===== config.mk =====
export PLATFORM = sky130hd
export DESIGN_NAME = dcache_snoop_responder_flat
export DESIGN_NICKNAME = d
export VERILOG_FILES = /design/src/rtl/cpu_types_pkg.sv /design/src/rtl/dcache_snoop_responder_if.sv /design/src/rtl/dcache_snoop_responder_tag_cmp.sv /design/src/rtl/dcache_snoop_responder.sv /design/src/flat_wrapper.sv
export SDC_FILE = /design/constraint.sdc
export NUM_CORES = 1
export LEC_CHECK = 0
export CAP_MARGIN = 10
export CORE_ASPECT_RATIO = 0.9
export CORE_UTILIZATION = 34
export CTS_CLUSTER_SIZE = 20
export DETAILED_ROUTE_END_ITERATION = 7
export PLACE_DENSITY = 0.89
export SLEW_MARGIN = 40
export SYNTH_ARGS = -nofsm -noshare
export SYNTH_HDL_FRONTEND = slang
export SYNTH_SLANG_ARGS = --single-unit

===== constraint.sdc =====
create_clock -name CLK -period 2.46 [get_ports CLK]
set_input_delay 0.492 -clock CLK [delete_from_list [all_inputs] [get_ports CLK]]
set_output_delay 0.492 -clock CLK [all_outputs]
set_load 0.01 [all_outputs]

===== src/rtl/cpu_types_pkg.sv =====
// Shared cache types for the data-cache snoop path: address layout,
// default geometry and the snoop responder state encoding.
package cpu_types_pkg;

  localparam int DIDX_W = 3;
  localparam int DTAG_W = 26;

  typedef enum logic [2:0] {
    IDLE    = 3'd0,
    LOOKUP  = 3'd1,
    WB0     = 3'd2,
    WB1     = 3'd3,
    UPDATE  = 3'd4,
    RELEASE = 3'd5
  } snoop_state_t;

  // Byte address as seen by the data cache: tag | set | word | byte.
  typedef struct packed {
    logic [DTAG_W-1:0] tag;
    logic [DIDX_W-1:0] idx;
    logic              blkoff;
    logic [1:0]        bytoff;
  } dcachef_t;

endpackage


===== src/rtl/dcache_snoop_responder_if.sv =====
// Bundle of the coherence request, cache-array snoop port and memory
// write port used by the snoop responder. master = responder side.
interface dcache_snoop_responder_if
  import cpu_types_pkg::*;
#(
  parameter int IDX_W = DIDX_W,
  parameter int TAG_W = DTAG_W
) ();

  logic             ccwait;
  logic             ccinv;
  logic [31:0]      ccsnoopaddr;
  logic [IDX_W-1:0] snp_idx;
  logic [TAG_W-1:0] snp_tag0;
  logic [TAG_W-1:0] snp_tag1;
  logic             snp_valid0;
  logic             snp_valid1;
  logic             snp_dirty0;
  logic             snp_dirty1;
  logic             snp_way;
  logic             snp_rBO;
  logic [31:0]      snp_data;
  logic [1:0]       snp_inv;
  logic [1:0]       snp_clean;
  logic             ccwrite;
  logic             cctrans;
  logic             dWEN;
  logic [31:0]      daddr;
  logic [31:0]      dstore;
  logic             dwait;
  logic             busy;

  modport master (
    input  ccwait, ccinv, ccsnoopaddr,
    input  snp_tag0, snp_tag1, snp_valid0, snp_valid1, snp_dirty0, snp_dirty1, snp_data,
    input  dwait,
    output snp_idx, snp_way, snp_rBO, snp_inv, snp_clean,
    output ccwrite, cctrans, dWEN, daddr, dstore, busy
  );

  modport slave (
    output ccwait, ccinv, ccsnoopaddr,
    output snp_tag0, snp_tag1, snp_valid0, snp_valid1, snp_dirty0, snp_dirty1, snp_data,
    output dwait,
    input  snp_idx, snp_way, snp_rBO, snp_inv, snp_clean,
    input  ccwrite, cctrans, dWEN, daddr, dstore, busy
  );

endinterface


===== src/rtl/dcache_snoop_responder_tag_cmp.sv =====
// Two-way tag compare for a snooped set. Way 0 takes priority if both
// ways report a hit, which should never happen in a coherent cache.
module snoop_tag_cmp
  import cpu_types_pkg::*;
#(
  parameter int TAG_W = DTAG_W
) (
  input  logic [TAG_W-1:0] i_tag,
  input  logic [TAG_W-1:0] i_tag0,
  input  logic [TAG_W-1:0] i_tag1,
  input  logic             i_valid0,
  input  logic             i_valid1,
  input  logic             i_dirty0,
  input  logic             i_dirty1,
  output logic             o_hit,
  output logic             o_way,
  output logic             o_dirty
);

  logic w_hit0;
  logic w_hit1;

  assign w_hit0 = i_valid0 && (i_tag0 == i_tag);
  assign w_hit1 = i_valid1 && (i_tag1 == i_tag);

  // Select the hitting way and report its dirty bit.
  always_comb begin
    o_hit   = 1'b0;
    o_way   = 1'b0;
    o_dirty = 1'b0;
    if (w_hit0) begin
      o_hit   = 1'b1;
      o_way   = 1'b0;
      o_dirty = i_dirty0;
    end else if (w_hit1) begin
      o_hit   = 1'b1;
      o_way   = 1'b1;
      o_dirty = i_dirty1;
    end else begin
      o_hit   = 1'b0;
      o_way   = 1'b0;
      o_dirty = 1'b0;
    end
  end

endmodule


===== src/rtl/dcache_snoop_responder.sv =====
// Coherence-side snoop responder for the 2-way, 2-word-block data cache.
// Looks up the snooped block, writes back dirty data, then invalidates
// (BusRdX) or cleans (BusRd) the line. TAG_W + IDX_W + 3 must equal 32.
module dcache_snoop_responder
  import cpu_types_pkg::*;
#(
  parameter int IDX_W = DIDX_W,
  parameter int TAG_W = DTAG_W
) (
  input logic                     CLK,
  input logic                     nRST,
  dcache_snoop_responder_if.master bus
);

  snoop_state_t     r_state;
  snoop_state_t     w_next_state;
  logic [TAG_W-1:0] r_tag;
  logic [IDX_W-1:0] r_idx;
  logic             r_inv;
  logic             r_way;
  logic             w_hit;
  logic             w_way;
  logic             w_dirty;
  logic [2:0]       w_unused_low;

  // Word/byte offset of the snoop address is irrelevant: whole block is handled.
  assign w_unused_low = bus.ccsnoopaddr[2:0];

  snoop_tag_cmp #(.TAG_W(TAG_W)) u_tag_cmp (
    .i_tag    (r_tag),
    .i_tag0   (bus.snp_tag0),
    .i_tag1   (bus.snp_tag1),
    .i_valid0 (bus.snp_valid0),
    .i_valid1 (bus.snp_valid1),
    .i_dirty0 (bus.snp_dirty0),
    .i_dirty1 (bus.snp_dirty1),
    .o_hit    (w_hit),
    .o_way    (w_way),
    .o_dirty  (w_dirty)
  );

  // State register plus request latch (IDLE only) and hit-way capture.
  always_ff @(posedge CLK) begin
    if (!nRST) begin
      r_state <= IDLE;
      r_tag   <= {TAG_W{1'b0}};
      r_idx   <= {IDX_W{1'b0}};
      r_inv   <= 1'b0;
      r_way   <= 1'b0;
    end else begin
      r_state <= w_next_state;
      if ((r_state == IDLE) && bus.ccwait) begin
        r_tag <= bus.ccsnoopaddr[31 -: TAG_W];
        r_idx <= bus.ccsnoopaddr[IDX_W+2:3];
        r_inv <= bus.ccinv;
      end
      if ((r_state == LOOKUP) && w_hit) begin
        r_way <= w_way;
      end
    end
  end

  // Next-state and output decode; every output idles at zero.
  always_comb begin
    w_next_state  = r_state;
    bus.busy      = 1'b0;
    bus.snp_idx   = {IDX_W{1'b0}};
    bus.snp_way   = 1'b0;
    bus.snp_rBO   = 1'b0;
    bus.snp_inv   = 2'b00;
    bus.snp_clean = 2'b00;
    bus.ccwrite   = 1'b0;
    bus.cctrans   = 1'b0;
    bus.dWEN      = 1'b0;
    bus.daddr     = 32'h0000_0000;
    bus.dstore    = 32'h0000_0000;
    case (r_state)
      IDLE: begin
        if (bus.ccwait) begin
          w_next_state = LOOKUP;
        end else begin
          w_next_state = IDLE;
        end
      end
      LOOKUP: begin
        bus.busy    = 1'b1;
        bus.snp_idx = r_idx;
        if (w_hit && w_dirty) begin
          bus.cctrans  = 1'b1;
          bus.ccwrite  = 1'b1;
          w_next_state = WB0;
        end else if (w_hit && r_inv) begin
          bus.cctrans  = 1'b1;
          w_next_state = UPDATE;
        end else begin
          w_next_state = RELEASE;
        end
      end
      WB0, WB1: begin
        bus.busy    = 1'b1;
        bus.snp_idx = r_idx;
        bus.ccwrite = 1'b1;
        bus.dWEN    = 1'b1;
        bus.snp_way = r_way;
        bus.snp_rBO = (r_state == WB1);
        bus.daddr   = {r_tag, r_idx, (r_state == WB1), 2'b00};
        bus.dstore  = bus.snp_data;
        if (bus.dwait) begin
          w_next_state = r_state;
        end else if (r_state == WB0) begin
          w_next_state = WB1;
        end else begin
          w_next_state = UPDATE;
        end
      end
      UPDATE: begin
        bus.busy    = 1'b1;
        bus.snp_idx = r_idx;
        if (r_inv) begin
          bus.snp_inv = r_way ? 2'b10 : 2'b01;
        end else begin
          bus.snp_clean = r_way ? 2'b10 : 2'b01;
        end
        w_next_state = RELEASE;
      end
      RELEASE: begin
        bus.busy = 1'b1;
        if (bus.ccwait) begin
          w_next_state = RELEASE;
        end else begin
          w_next_state = IDLE;
        end
      end
      default: begin
        w_next_state = IDLE;
      end
    endcase
  end

endmodule


===== src/flat_wrapper.sv =====
// flat-port wrapper written by rule: the top's interface ports become plain ports
module dcache_snoop_responder_flat import cpu_types_pkg::*;
#(
  parameter int IDX_W = DIDX_W,
  parameter int TAG_W = DTAG_W
)
  (CLK, nRST, bus_ccwait, bus_ccinv, bus_ccsnoopaddr, bus_snp_tag0, bus_snp_tag1, bus_snp_valid0, bus_snp_valid1, bus_snp_dirty0, bus_snp_dirty1, bus_snp_data, bus_dwait, bus_snp_idx, bus_snp_way, bus_snp_rBO, bus_snp_inv, bus_snp_clean, bus_ccwrite, bus_cctrans, bus_dWEN, bus_daddr, bus_dstore, bus_busy);
  dcache_snoop_responder_if #(.IDX_W(IDX_W), .TAG_W(TAG_W)) bus_i ();
  input logic CLK;
  input logic nRST;
  input wire logic [$bits(bus_i.ccwait)-1:0] bus_ccwait;
  input wire logic [$bits(bus_i.ccinv)-1:0] bus_ccinv;
  input wire logic [$bits(bus_i.ccsnoopaddr)-1:0] bus_ccsnoopaddr;
  input wire logic [$bits(bus_i.snp_tag0)-1:0] bus_snp_tag0;
  input wire logic [$bits(bus_i.snp_tag1)-1:0] bus_snp_tag1;
  input wire logic [$bits(bus_i.snp_valid0)-1:0] bus_snp_valid0;
  input wire logic [$bits(bus_i.snp_valid1)-1:0] bus_snp_valid1;
  input wire logic [$bits(bus_i.snp_dirty0)-1:0] bus_snp_dirty0;
  input wire logic [$bits(bus_i.snp_dirty1)-1:0] bus_snp_dirty1;
  input wire logic [$bits(bus_i.snp_data)-1:0] bus_snp_data;
  input wire logic [$bits(bus_i.dwait)-1:0] bus_dwait;
  output wire logic [$bits(bus_i.snp_idx)-1:0] bus_snp_idx;
  output wire logic [$bits(bus_i.snp_way)-1:0] bus_snp_way;
  output wire logic [$bits(bus_i.snp_rBO)-1:0] bus_snp_rBO;
  output wire logic [$bits(bus_i.snp_inv)-1:0] bus_snp_inv;
  output wire logic [$bits(bus_i.snp_clean)-1:0] bus_snp_clean;
  output wire logic [$bits(bus_i.ccwrite)-1:0] bus_ccwrite;
  output wire logic [$bits(bus_i.cctrans)-1:0] bus_cctrans;
  output wire logic [$bits(bus_i.dWEN)-1:0] bus_dWEN;
  output wire logic [$bits(bus_i.daddr)-1:0] bus_daddr;
  output wire logic [$bits(bus_i.dstore)-1:0] bus_dstore;
  output wire logic [$bits(bus_i.busy)-1:0] bus_busy;
  assign bus_i.ccwait = bus_ccwait;
  assign bus_i.ccinv = bus_ccinv;
  assign bus_i.ccsnoopaddr = bus_ccsnoopaddr;
  assign bus_i.snp_tag0 = bus_snp_tag0;
  assign bus_i.snp_tag1 = bus_snp_tag1;
  assign bus_i.snp_valid0 = bus_snp_valid0;
  assign bus_i.snp_valid1 = bus_snp_valid1;
  assign bus_i.snp_dirty0 = bus_snp_dirty0;
  assign bus_i.snp_dirty1 = bus_snp_dirty1;
  assign bus_i.snp_data = bus_snp_data;
  assign bus_i.dwait = bus_dwait;
  assign bus_snp_idx = bus_i.snp_idx;
  assign bus_snp_way = bus_i.snp_way;
  assign bus_snp_rBO = bus_i.snp_rBO;
  assign bus_snp_inv = bus_i.snp_inv;
  assign bus_snp_clean = bus_i.snp_clean;
  assign bus_ccwrite = bus_i.ccwrite;
  assign bus_cctrans = bus_i.cctrans;
  assign bus_dWEN = bus_i.dWEN;
  assign bus_daddr = bus_i.daddr;
  assign bus_dstore = bus_i.dstore;
  assign bus_busy = bus_i.busy;
  dcache_snoop_responder #(.IDX_W(IDX_W), .TAG_W(TAG_W)) u_core (.CLK(CLK), .nRST(nRST), .bus(bus_i));
endmodule

==> flow_metrics.py <==
metrics = {
    "pwr": {
        "p_leak_nw": 3.13,
        "p_per_area_mw_per_mm2": 316,
        "finalPower_w": 0.00184,
        "peakVddDrop_uv": 310,
    },
    "placement": {
        "gp_congestion": 0.906,
        "place_area_mm2": 0.00508,
        "portBuffers": 196,
        "dpl.cell_count": 687,
        "dp_hpwl_um": 9280,
    },
    "yosys": {
        "netlist_instances": 356,
        "synth_edf_count": 0,
        "synth.area.top_cells": "dfxtp_1 26%, xnor2_1 18%, and2_1 16%",
        "postSynthAreaPerCell_um2": 7.31,
        "yosys.cell_types.count": 37,
        "ys_async_sr_fraction_pct": 0,
        "yosysTopAreaCellShare_pct": 26.1,
        "synth_warnings": 0,
        "yosys.area.top_type": "dfxtp_1",
        "ys_ff_latch": 34,
        "synth_ff_type": "dfxtp_1",
        "syn_area_mm2": 0.00260,
        "synth-seq-area-share_pct": 26.1,
    },
    "timing": {
        "rsz0062_at_grt": "yes",
        "fin_skew_ps": 9.18,
        "period_share_pct": 115,
        "worst_slack_ps": -380,
        "max_freq_ghz": 0.352,
        "final_hold_viol_count": 0,
        "setup_violations": 2,
        "finalCriticalPeriod_ps": 2840,
        "maxSlewViolCount": 0,
    },
    "clocking": {
        "path_clk_slew_ps": 70,
        "cts_tree": "yes",
        "cts_buffers": 5,
        "root_buffer": "clkbuf_8",
        "cts_max_level": 2,
        "cts_sinks": 34,
        "clockBufferDepth": 2,
        "clock_latency_ps": 300,
    },
    "routing": {
        "ant_nets": 0,
        "drc": 0,
        "wl_per_cell_um": 19.6,
        "num_vias": 3915,
        "wirelength_um": 14200,
        "drt-initial-drc-count": 297,
        "dr.pass1.iters": 6,
        "viasPerCell": 5.41,
    },
    "global_route": {
        "antenna_found_initial": 0,
        "grt_max_degree": 52,
        "grtUsageTotal_pct": 31.0,
        "grt_pass1_wl_um": 18900,
        "grt_pass1_vias": 3783,
        "grt-ovfl-total": 0,
    },
    "finish": {
        "seqCellArea_um2": 701,
        "drive_gt1_share_pct": 29.5,
        "mostFrequentLayoutCells": "114 x clkdlybuf4s50_1, 82 x buf_4, 70 x nand2_1, 65 x and2_1, 46 x dlymetal6s2s_1",
        "layout.cells.non_filler": 723,
        "final_nets": 754,
        "diodes": 0,
        "fin_area_mm2": 0.00581,
        "multi_input_area_mm2": 0.00219,
        "n_fill_cell": 424,
        "final_common_cell": "clkdlybuf4s50_1",
        "syn_to_final_growth_pct": 123,
    },
    "hold_path": {
        "hold_class": "reg -> reg",
    },
    "status": {
        "failed_checks": "setup timing",
        "outcome": "finished with violations",
    },
    "critical_path": {
        "required_ps": 1970,
        "worst_ep_arrival_time_ps": 2350,
        "critPathCaptureType": "primary output",
        "cp_max_fo": 3,
        "start_kind": "flop",
        "critical_path_class": "reg -> out",
    },
    "floorplan": {
        "die_w_um": 94.2,
        "initial_utilization_pct": 36.1,
        "dieArea_mm2": 0.00801,
        "rows": 29,
        "die_h_um": 85.0,
        "fp.coreArea_mm2": 0.00722,
        "design.portCount": 202,
    },
    "run": {
        "timing.max_cap.violations": 0,
    },
}
-- per-stage QoR --
stage,utilization (%),TNS [ps],hold slack (ps),worst slack (ps)
after floorplan,-,0,440,71.8
after global placement,70.4,-2310,456,-992
after detailed placement,70.4,-2760,462,-1070
after CTS,75.8,-324,483,-164
after global routing,80.5,-848,508,-384
final,80.5,-641,485,-380
-- where the power goes --
part | total, W | internal, W | switching, W
sequential | 0.000634 | 0.000590 | 0.0000442
clock | 0.000442 | 0.000226 | 0.000216
combinational | 0.000760 | 0.000429 | 0.000331
total | 0.00184 | 0.00125 | 0.000591
-- synth_stat cells (2+ instances only) --
| cell type | count |
|---|---|
| nand2_1 | 70 |
| and2_1 | 65 |
| xnor2_1 | 54 |
| dfxtp_1 | 34 |
| a21oi_1 | 33 |
| nand4_1 | 20 |
| clkbuf_1 | 17 |
| nor2_1 | 6 |
| nor3_1 | 6 |
| nor4_1 | 6 |
| buf_4 | 3 |
| nand2b_1 | 3 |
| nor4b_1 | 3 |
| o2111ai_1 | 3 |
| a31oi_1 | 2 |
| and3_1 | 2 |
| inv_1 | 2 |
| nand3_1 | 2 |
| nand3b_1 | 2 |
| nor2b_1 | 2 |
| nor3b_1 | 2 |
| or3_1 | 2 |
| or4_1 | 2 |
| or4_4 | 2 |
-- state kept, by name, summed over array words and instances (netlist names) --
signal / flops
u_core.r_way: 1
u_core.r_tag: 26
u_core.r_inv: 1
u_core.r_idx: 3
u_core.r_state: 3
-- what timing repair did --
action | in CTS | in global routing
setup endpoints to repair | 29 | 66
resized for setup | 153 | 71
hold buffers | 0 | 0
hold endpoints to repair | 0 | 0
gates cloned | 0 | 4
buffers inserted | 16 | 11
pin swaps | 43 | 14
-- worst max-delay path, cell delays in order, from the launching register on --
cell,delay (ps)
dfxtp_2,350
xnor2_4,230
nand4_1,190
or4_4,580
or3_4,390
a21oi_2,160
buf_2,160
-- cell type report --
| cell class | count | share of cell area (%) |
|---|---|---|
| Inverter | 2 | 0.194 |
| Clock buffer | 7 | 1.48 |
| Tap cell | 93 | 2.00 |
| Multi-Input combinational cell | 300 | 37.6 |
| Timing Repair Buffer | 286 | 46.6 |
| Clock inverter | 1 | 0.0861 |
| Sequential cell | 34 | 12.1 |
-- final timing paths --
path	startpoint	endpoint	slack, ps	cells after the start
hold / removal	u_core.r_idx[1]	u_core.r_idx[1]	480	2
setup / recovery	u_core.r_tag[17]	bus_cctrans	-380	6
setup reg to reg	u_core.r_tag[5]	u_core.r_state[1]	50	12
hold reg to reg	u_core.r_idx[1]	u_core.r_idx[1]	480	2
-- layer usage --
layer / part of all wire, % / vias up / GRT usage (%)
li1: - / 1753 / -
met1: 35 / 1785 / 33.1
met2: 51 / 304 / 58.1
met3: 10 / 73 / 6.90
met4: 4.4 / 0 / 12.6
met5: 0 / - / 0
-- cell families after synthesis --
logic type / Yosys count / synth area share, %
AND/OR/NAND/NOR: 196 / 40.4
XOR/XNOR: 54 / 18.2
AO/OA/AOI/OAI: 48 / 11.1
flip-flops: 34 / 26.1
buffers and inverters: 23 / 4.04
other: 1 / 0.144
No activity file was read; power rests on OpenSTA's default activity.
